==> config.mk <==
export PLATFORM = sky130hd
export DESIGN_NAME = binary_multiplier_4_bit
export DESIGN_NICKNAME = d
export VERILOG_FILES = /design/src/rtl/binary_multiplier_4_bit_pkg.sv /design/src/rtl/binary_multiplier_4_bit_adder.sv /design/src/rtl/binary_multiplier_4_bit.sv
export SDC_FILE = /design/constraint.sdc
export NUM_CORES = 1
export LEC_CHECK = 0
export CAP_MARGIN = 20
export CORE_MARGIN = 1
export CORE_UTILIZATION = 54
export DETAILED_ROUTE_END_ITERATION = 8
export PLACE_DENSITY = 0.91
export SYNTH_ARGS = -nofsm -noshare
export SYNTH_HDL_FRONTEND = slang
export SYNTH_SLANG_ARGS = --single-unit
==> constraint.sdc <==
create_clock -name clock -period 2.75 [get_ports clock]
set_clock_uncertainty 0.1 [all_clocks]
set_input_delay 0.55 -clock clock [delete_from_list [all_inputs] [get_ports clock]]
set_output_delay 0.55 -clock clock [all_outputs]
set_load 0.005 [all_outputs]
==> src/rtl/binary_multiplier_4_bit_pkg.sv <==
// binary_multiplier_4_bit_pkg: shared widths and FSM state encodings
package binary_multiplier_4_bit_pkg;
    localparam int DP_WIDTH  = 4;
    localparam int CNT_WIDTH = 3;
    typedef enum logic [1:0] {
        S_idle  = 2'b00,
        S_add   = 2'b01,
        S_shift = 2'b10
    } state_t;
endpackage

==> src/rtl/binary_multiplier_4_bit_adder.sv <==
// Adder_4_bit_df: dataflow 4-bit ripple adder used as the multiplier datapath adder
module Adder_4_bit_df
    import binary_multiplier_4_bit_pkg::*;
(
    output logic [DP_WIDTH-1:0] Sum,
    output logic                C4,
    input  logic [DP_WIDTH-1:0] A,
    input  logic [DP_WIDTH-1:0] B,
    input  logic                C0
);
    assign {C4, Sum} = A + B + {{DP_WIDTH{1'b0}}, C0};
endmodule

==> src/rtl/binary_multiplier_4_bit.sv <==
// binary_multiplier_4_bit: sequential 4x4 unsigned shift-and-add multiplier with Start/Ready handshake
module binary_multiplier_4_bit
    import binary_multiplier_4_bit_pkg::*;
(
    input  logic                  clock,
    input  logic                  reset_b,
    input  logic                  Start,
    input  logic [DP_WIDTH-1:0]   Multiplicand,
    input  logic [DP_WIDTH-1:0]   Multiplier,
    output logic [2*DP_WIDTH-1:0] Product,
    output logic                  Ready
);
    state_t               state_q, state_d;
    logic [DP_WIDTH-1:0]  a_q, a_d, q_q, q_d, b_q, b_d;
    logic                 c_q, c_d;
    logic [CNT_WIDTH-1:0] p_q, p_d;
    logic [DP_WIDTH-1:0]  sum;
    logic                 c4;

    Adder_4_bit_df u_adder (
        .Sum (sum),
        .C4  (c4),
        .A   (a_q),
        .B   (b_q),
        .C0  (1'b0)
    );

    assign Ready   = (state_q == S_idle);
    assign Product = {a_q, q_q};

    // Next-state and datapath updates: load on Start, add when Q[0] is set, then shift the {C,A,Q} chain
    always_comb begin
        state_d = state_q;
        a_d     = a_q;
        q_d     = q_q;
        b_d     = b_q;
        c_d     = c_q;
        p_d     = p_q;
        case (state_q)
            S_idle: begin
                if (Start) begin
                    b_d     = Multiplicand;
                    q_d     = Multiplier;
                    a_d     = '0;
                    c_d     = 1'b0;
                    p_d     = CNT_WIDTH'(DP_WIDTH);
                    state_d = S_add;
                end
            end
            S_add: begin
                p_d = p_q - 3'd1;
                if (q_q[0]) {c_d, a_d} = {c4, sum};
                state_d = S_shift;
            end
            S_shift: begin
                {c_d, a_d, q_d} = {1'b0, c_q, a_q, q_q[DP_WIDTH-1:1]};
                state_d = (p_q == '0) ? S_idle : S_add;
            end
            default: state_d = S_idle;
        endcase
    end

    // State and datapath registers; reset aborts any operation and clears the result
    always_ff @(posedge clock or negedge reset_b) begin
        if (!reset_b) begin
            state_q <= S_idle;
            a_q     <= '0;
            q_q     <= '0;
            b_q     <= '0;
            c_q     <= 1'b0;
            p_q     <= '0;
        end else begin
            state_q <= state_d;
            a_q     <= a_d;
            q_q     <= q_d;
            b_q     <= b_d;
            c_q     <= c_d;
            p_q     <= p_d;
        end
    end
endmodule

* After elaboration in Yosys (flattened, before gate mapping)
Cells that the tools add are included.
Word-level totals: flip-flop bits (word level) 18, input bits 11, logic and storage cells 34
Operators by class: add/sub/neg operators 2, equality and inequality tests 4, muxes and demuxes 13, reduce and logical (&&, ||, !) cells 9
Operators with widths (count):
- $mux 4 | 3
- $pmux 4 s3 | 1
- $pmux 4 s2 | 1
- $pmux 2 s3 | 1
- $pmux 3 s2 | 1
- $reduce_and 2->1 | 3
- $add 4x4->5 | 1
- $ne 2x2->1 const B | 2
- $reduce_bool 2->1 | 2
- $logic_not 3->1 | 1
- $mux 1 | 3
- $mux 3 | 1
- $pmux 1 s3 | 1
- $reduce_and 3->1 | 1
- $reduce_bool 3->1 | 1
- $sub 3x1->3 const B | 1
- $eq 2x1->1 const B | 1
- $eq 2x2->1 const B | 1
- $logic_not 2->1 | 1
- $mux 2 | 1

* Depth between registers and ports, before layout
depth in word-level cells 3, gate-level depth with buffers 8

* Modules after synthesis
From an unflattened synthesis, not the netlist that was laid out.
Unflattened totals: cells, all modules 105, area, all modules 1154.9 um^2
By module, submodules not included:
- binary_multiplier_4_bit | times used 1, cells an instance 89, area an instance 1011.0 um^2
- Adder_4_bit_df | times used 1, cells an instance 16, area an instance 143.9 um^2

* Worst setup path before layout
Ideal clock, no wire load.
kind register to register, start register state_q[0], end register a_q[2], library setup time 0.121 ns, arrival 1.404 ns, slack 1.125 ns, stages on the path, launching flop included 8, path through dfrtp_1 > inv_1 > ha_1 > buf_6 > nor2b_1 > or3_4 > nand2_1 > o21ai_1
On the way: word-level cells in the longest chain between the ends 3
Ends and longest elaborated chain:
- start, declared | line binary_multiplier_4_bit.sv:13 | state_t state_q, state_d;
- start signal, assigned | line binary_multiplier_4_bit.sv:66 | state_q <= S_idle;
- start signal, assigned | line binary_multiplier_4_bit.sv:73 | state_q <= state_d;
- $logic_not 2->1 *
- via Ready | line binary_multiplier_4_bit.sv:11 | output logic Ready
- $ne 2x2->1 (no line) / $reduce_bool 3->1 (equally long branches)
- $reduce_and 3->1 (no line)
- end signal, assigned | line binary_multiplier_4_bit.sv:67 | a_q <= '0;
- end signal, assigned | line binary_multiplier_4_bit.sv:74 | a_q <= a_d;
- end, declared | line binary_multiplier_4_bit.sv:14 | logic [DP_WIDTH-1:0] a_q, a_d, q_q, q_d, b_q, b_d;
The timed path passes the listed nets; every way through them passes the cells marked *. A chain may end at the register's enable or synchronous reset.

* Worst setup path after layout
start register state_q[0], end output port Ready
On the way: word-level cells in the longest chain between the ends 1
Ends and longest elaborated chain:
- $logic_not 2->1 | line binary_multiplier_4_bit.sv:28 | assign Ready = (state_q == S_idle);
- end, declared | line binary_multiplier_4_bit.sv:11
Every way passes these cells.

==> results by group <==
Outcome
  • Outcome: completed

Global route
  • Congestion Overflow GR: 0
  • Initial antenna violation count: 0
  • GRT Util Overall: 26.8%
  • Vias in the first global route: 855
  • First-pass GRT wire length: 3890 um
  • Largest net degree at the start of global routing: 19

STA
  • Setup violations, final: 0
  • Final slew viol count: 0
  • Worst Max-Slew Pin Slew: 0.796 ns
  • RSZ-0062 raised after global routing: no
  • Tmin final: 2.48 ns
  • Maximum clock frequency: 403 MHz
  • Setup_tns: 0 ns
  • Final Hold Violating Endpoints: 0
  • Max transition margin: 46.8%
  • Final worst-path cycle share: 90.1%
  • Setup slack after layout: 0.271 ns

Floorplan
  • Ports placed on the boundary: 20
  • Die extent in x: 46.0 um
  • Total die area: 2120 sq um
  • Standard cell core area: 1760 sq um
  • Initial core utilization: 59.3%
  • Die boundary height: 46.0 um
  • Row cnt: 15

Synthesis
  • Number of nets in the synthesized netlist: 127
  • Synth area leader: sky130_fd_sc_hd__dfrtp_1
  • EDFF count, synth: 0
  • Post-Synthesis Cells: 104
  • Sequential element share of the synthesized area: 43.1%
  • Post-synth design cell area: 1050 sq um
  • Cell with the most instances after synthesis: sky130_fd_sc_hd__dfrtp_1
  • Count of synthesis-stage warnings from yosys: 0
  • Avg Inst Size Synth: 10.1 sq um
  • Leading post-synthesis cells by instance count: sky130_fd_sc_hd__dfrtp_1 (18), sky130_fd_sc_hd__nand2_1 (14), sky130_fd_sc_hd__ha_1 (11)
  • Proportion of netlist area held by the largest area contributor: 43.1%
  • Dominant cells by area after synthesis: sky130_fd_sc_hd__dfrtp_1 (43%), sky130_fd_sc_hd__ha_1 (13%), sky130_fd_sc_hd__nand2_1 (5.0%)
  • Number of library cell types mapped by synthesis: 27
  • Count of state elements after synthesis: 18
  • Share of async-settable or async-resettable flops after synthesis: 100%
  • Top_reg_cell synth: sky130_fd_sc_hd__dfrtp_1

Placement
  • Cell area after placement: 1240 sq um
  • Port bufs: 19
  • Total placed cells including tap cells: 145
  • Global placer's final weighted congestion: 0.760
  • Detailed-placement wirelength estimate: 1770 um
  • Worst Setup Slack post-DPL: 0.632 ns

Clock network
  • CTS buffer count: 3
  • Post-CTS Setup Bufs: 0
  • Count of clock tree sinks: 18
  • Insertion delay of the later-clocked pin in the worst-skew pair: 0.30 ns
  • Clock tree from TritonCTS: yes
  • Count of cells resized by post-cts repair: 0
  • Number of hold-repair buffers added at the cts stage: 0
  • Root buffer cell: sky130_fd_sc_hd__clkbuf_4
  • Clock transition at the register clock pins on the worst setup and hold paths after CTS: 0.11 ns
  • Number of levels in the clock H-tree: 1
  • Number of buffers on the longest clock path: 2

Critical path
  • Sort of element at the start of the critical path: register
  • Reg-to-reg slack, setup: 0.82 ns
  • CP Data Arrival Time: 1.83 ns
  • Crit Path Max Fanout: 11
  • Required time worst endpoint: 2.10 ns
  • Critical Path Sink Type: output port
  • Kind of critical path: reg -> out
  • Reg2reg path depth: 6

Power and ir drop
  • Leakage Power: 0.000547 uW
  • PwrDens: 1120 nW/um^2
  • Max rail drop VDD: 0.683 mV

Final layout
  • Number of nets at the end of the flow: 148
  • Antenna diode instance count: 0
  • Area growth from synthesis to layout: 22.0%
  • Cell Count, Final, Fillers Out: 149
  • Summed area of non-filler cells in the final layout: 1280 sq um
  • FILL cells: 135
  • Final design utilization: 72.3%
  • Ratio of cells with drive above 1 in the final layout: 8.87%

Routing
  • Vias per std cell: 5.92
  • Via count: 882
  • ANT nets after route: 0
  • DRC viols: 0
  • Wire length reported by the detailed router: 2440 um
  • Post-detailed-route wirelength per cell: 16.4 um
  • Number of DRC markers after the initial detailed-route iteration: 31
  • Number of search-and-repair iterations in the first detailed-routing pass: 4

Hold path
  • Hold Path Stages: 1
  • HP Class: reg -> reg

Run
  • Max Cap Viol: 0
[sequential cells by signal, summed over array words and instances, names as in the netlist]
| signal | count |
|---|---|
| a_q | 4 |
| b_q | 4 |
| c_q | 1 |
| p_q | 3 |
| q_q | 4 |
| state_q | 2 |
[report_power, final]
part	internal [uW]	switching, uW
logic	370	398
registers	382	113
clock network	80.8	88.0
total	833	598
[worst max-delay path, stage by stage (launching register included)]
cell	delay [ns]
sky130_fd_sc_hd__dfrtp_1	0.44
sky130_fd_sc_hd__inv_1	0.13
sky130_fd_sc_hd__ha_1	0.38
sky130_fd_sc_hd__clkdlybuf4s50_1	0.58
[worst paths after layout]
kind | from | end
max in group asynchronous | reset_b | q_q[3]$_DFFE_PN0P_
max reg2reg | state_q[0]$_DFFE_PN0P_ | q_q[2]$_DFFE_PN0P_
min reg2reg | p_q[0]$_DFFE_PN0P_ | p_q[0]$_DFFE_PN0P_
min | p_q[0]$_DFFE_PN0P_ | p_q[0]$_DFFE_PN0P_
max | state_q[0]$_DFFE_PN0P_ | Ready
min in group asynchronous | reset_b | a_q[3]$_DFFE_PN0P_
[metrics by stage]
step	hold slack, ns	power [uW]
2_1_floorplan	0.154	980
3_3_place_gp	0.363	1180
3_5_place_dp	0.379	1240
4_1_cts	0.397	1420
5_1_grt	0.437	1530
6_report	0.394	1430
[cell usage in the layout, fill, tap and decap left out, drive strengths merged]
cell type | netlist | final
o21a | 1 | 1
dfrtp | 18 | 18
a22oi | 1 | 1
a32oi | 1 | 1
and3b | 1 | 1
clkbuf | 0 | 4
inv | 10 | 10
nand3b | 1 | 1
o31a | 1 | 1
fa | 1 | 1
o21ai | 12 | 12
or3 | 1 | 1
nand2b | 1 | 1
nand4 | 1 | 1
nor3 | 1 | 1
nor2b | 3 | 3
o22ai | 8 | 8
nand3 | 3 | 3
mux2 | 4 | 4
clkdlybuf4s50 | 0 | 19
xnor2 | 1 | 1
a211oi | 1 | 1
nand2 | 14 | 14
a21oi | 5 | 5
ha | 11 | 11
[cell families (layout without fill, tap and decap cells)]
group | after synthesis | in the layout | share of synthesized area, %
compound gates | 30 | 30 | 16.7
simple gates | 26 | 26 | 13.8
flops | 18 | 18 | 43.1
xor+xnor | 1 | 1 | 0.837
fa+ha+maj | 12 | 12 | 15.1
buf+inv | 13 | 33 | 6.22
mux | 4 | 4 | 4.31
[layout make-up]
cell class	instances	area, sq um	share of cell area (%)
clock buffer	4	36.3	2.84
inverter	10	37.5	2.94
multi-input combinational	73	531	41.6
sequential	18	450	35.3
tap	25	31.3	2.45
timing repair buffer	19	190	14.9
[routing by layer]
layer	share of wire (%)	GRT usage (%)
met2	51	45.9
met4	2.9	12.9
met1	41	31.6
met5	0	0
met3	4.1	5.56
No activity file was read; power rests on OpenSTA's default activity.
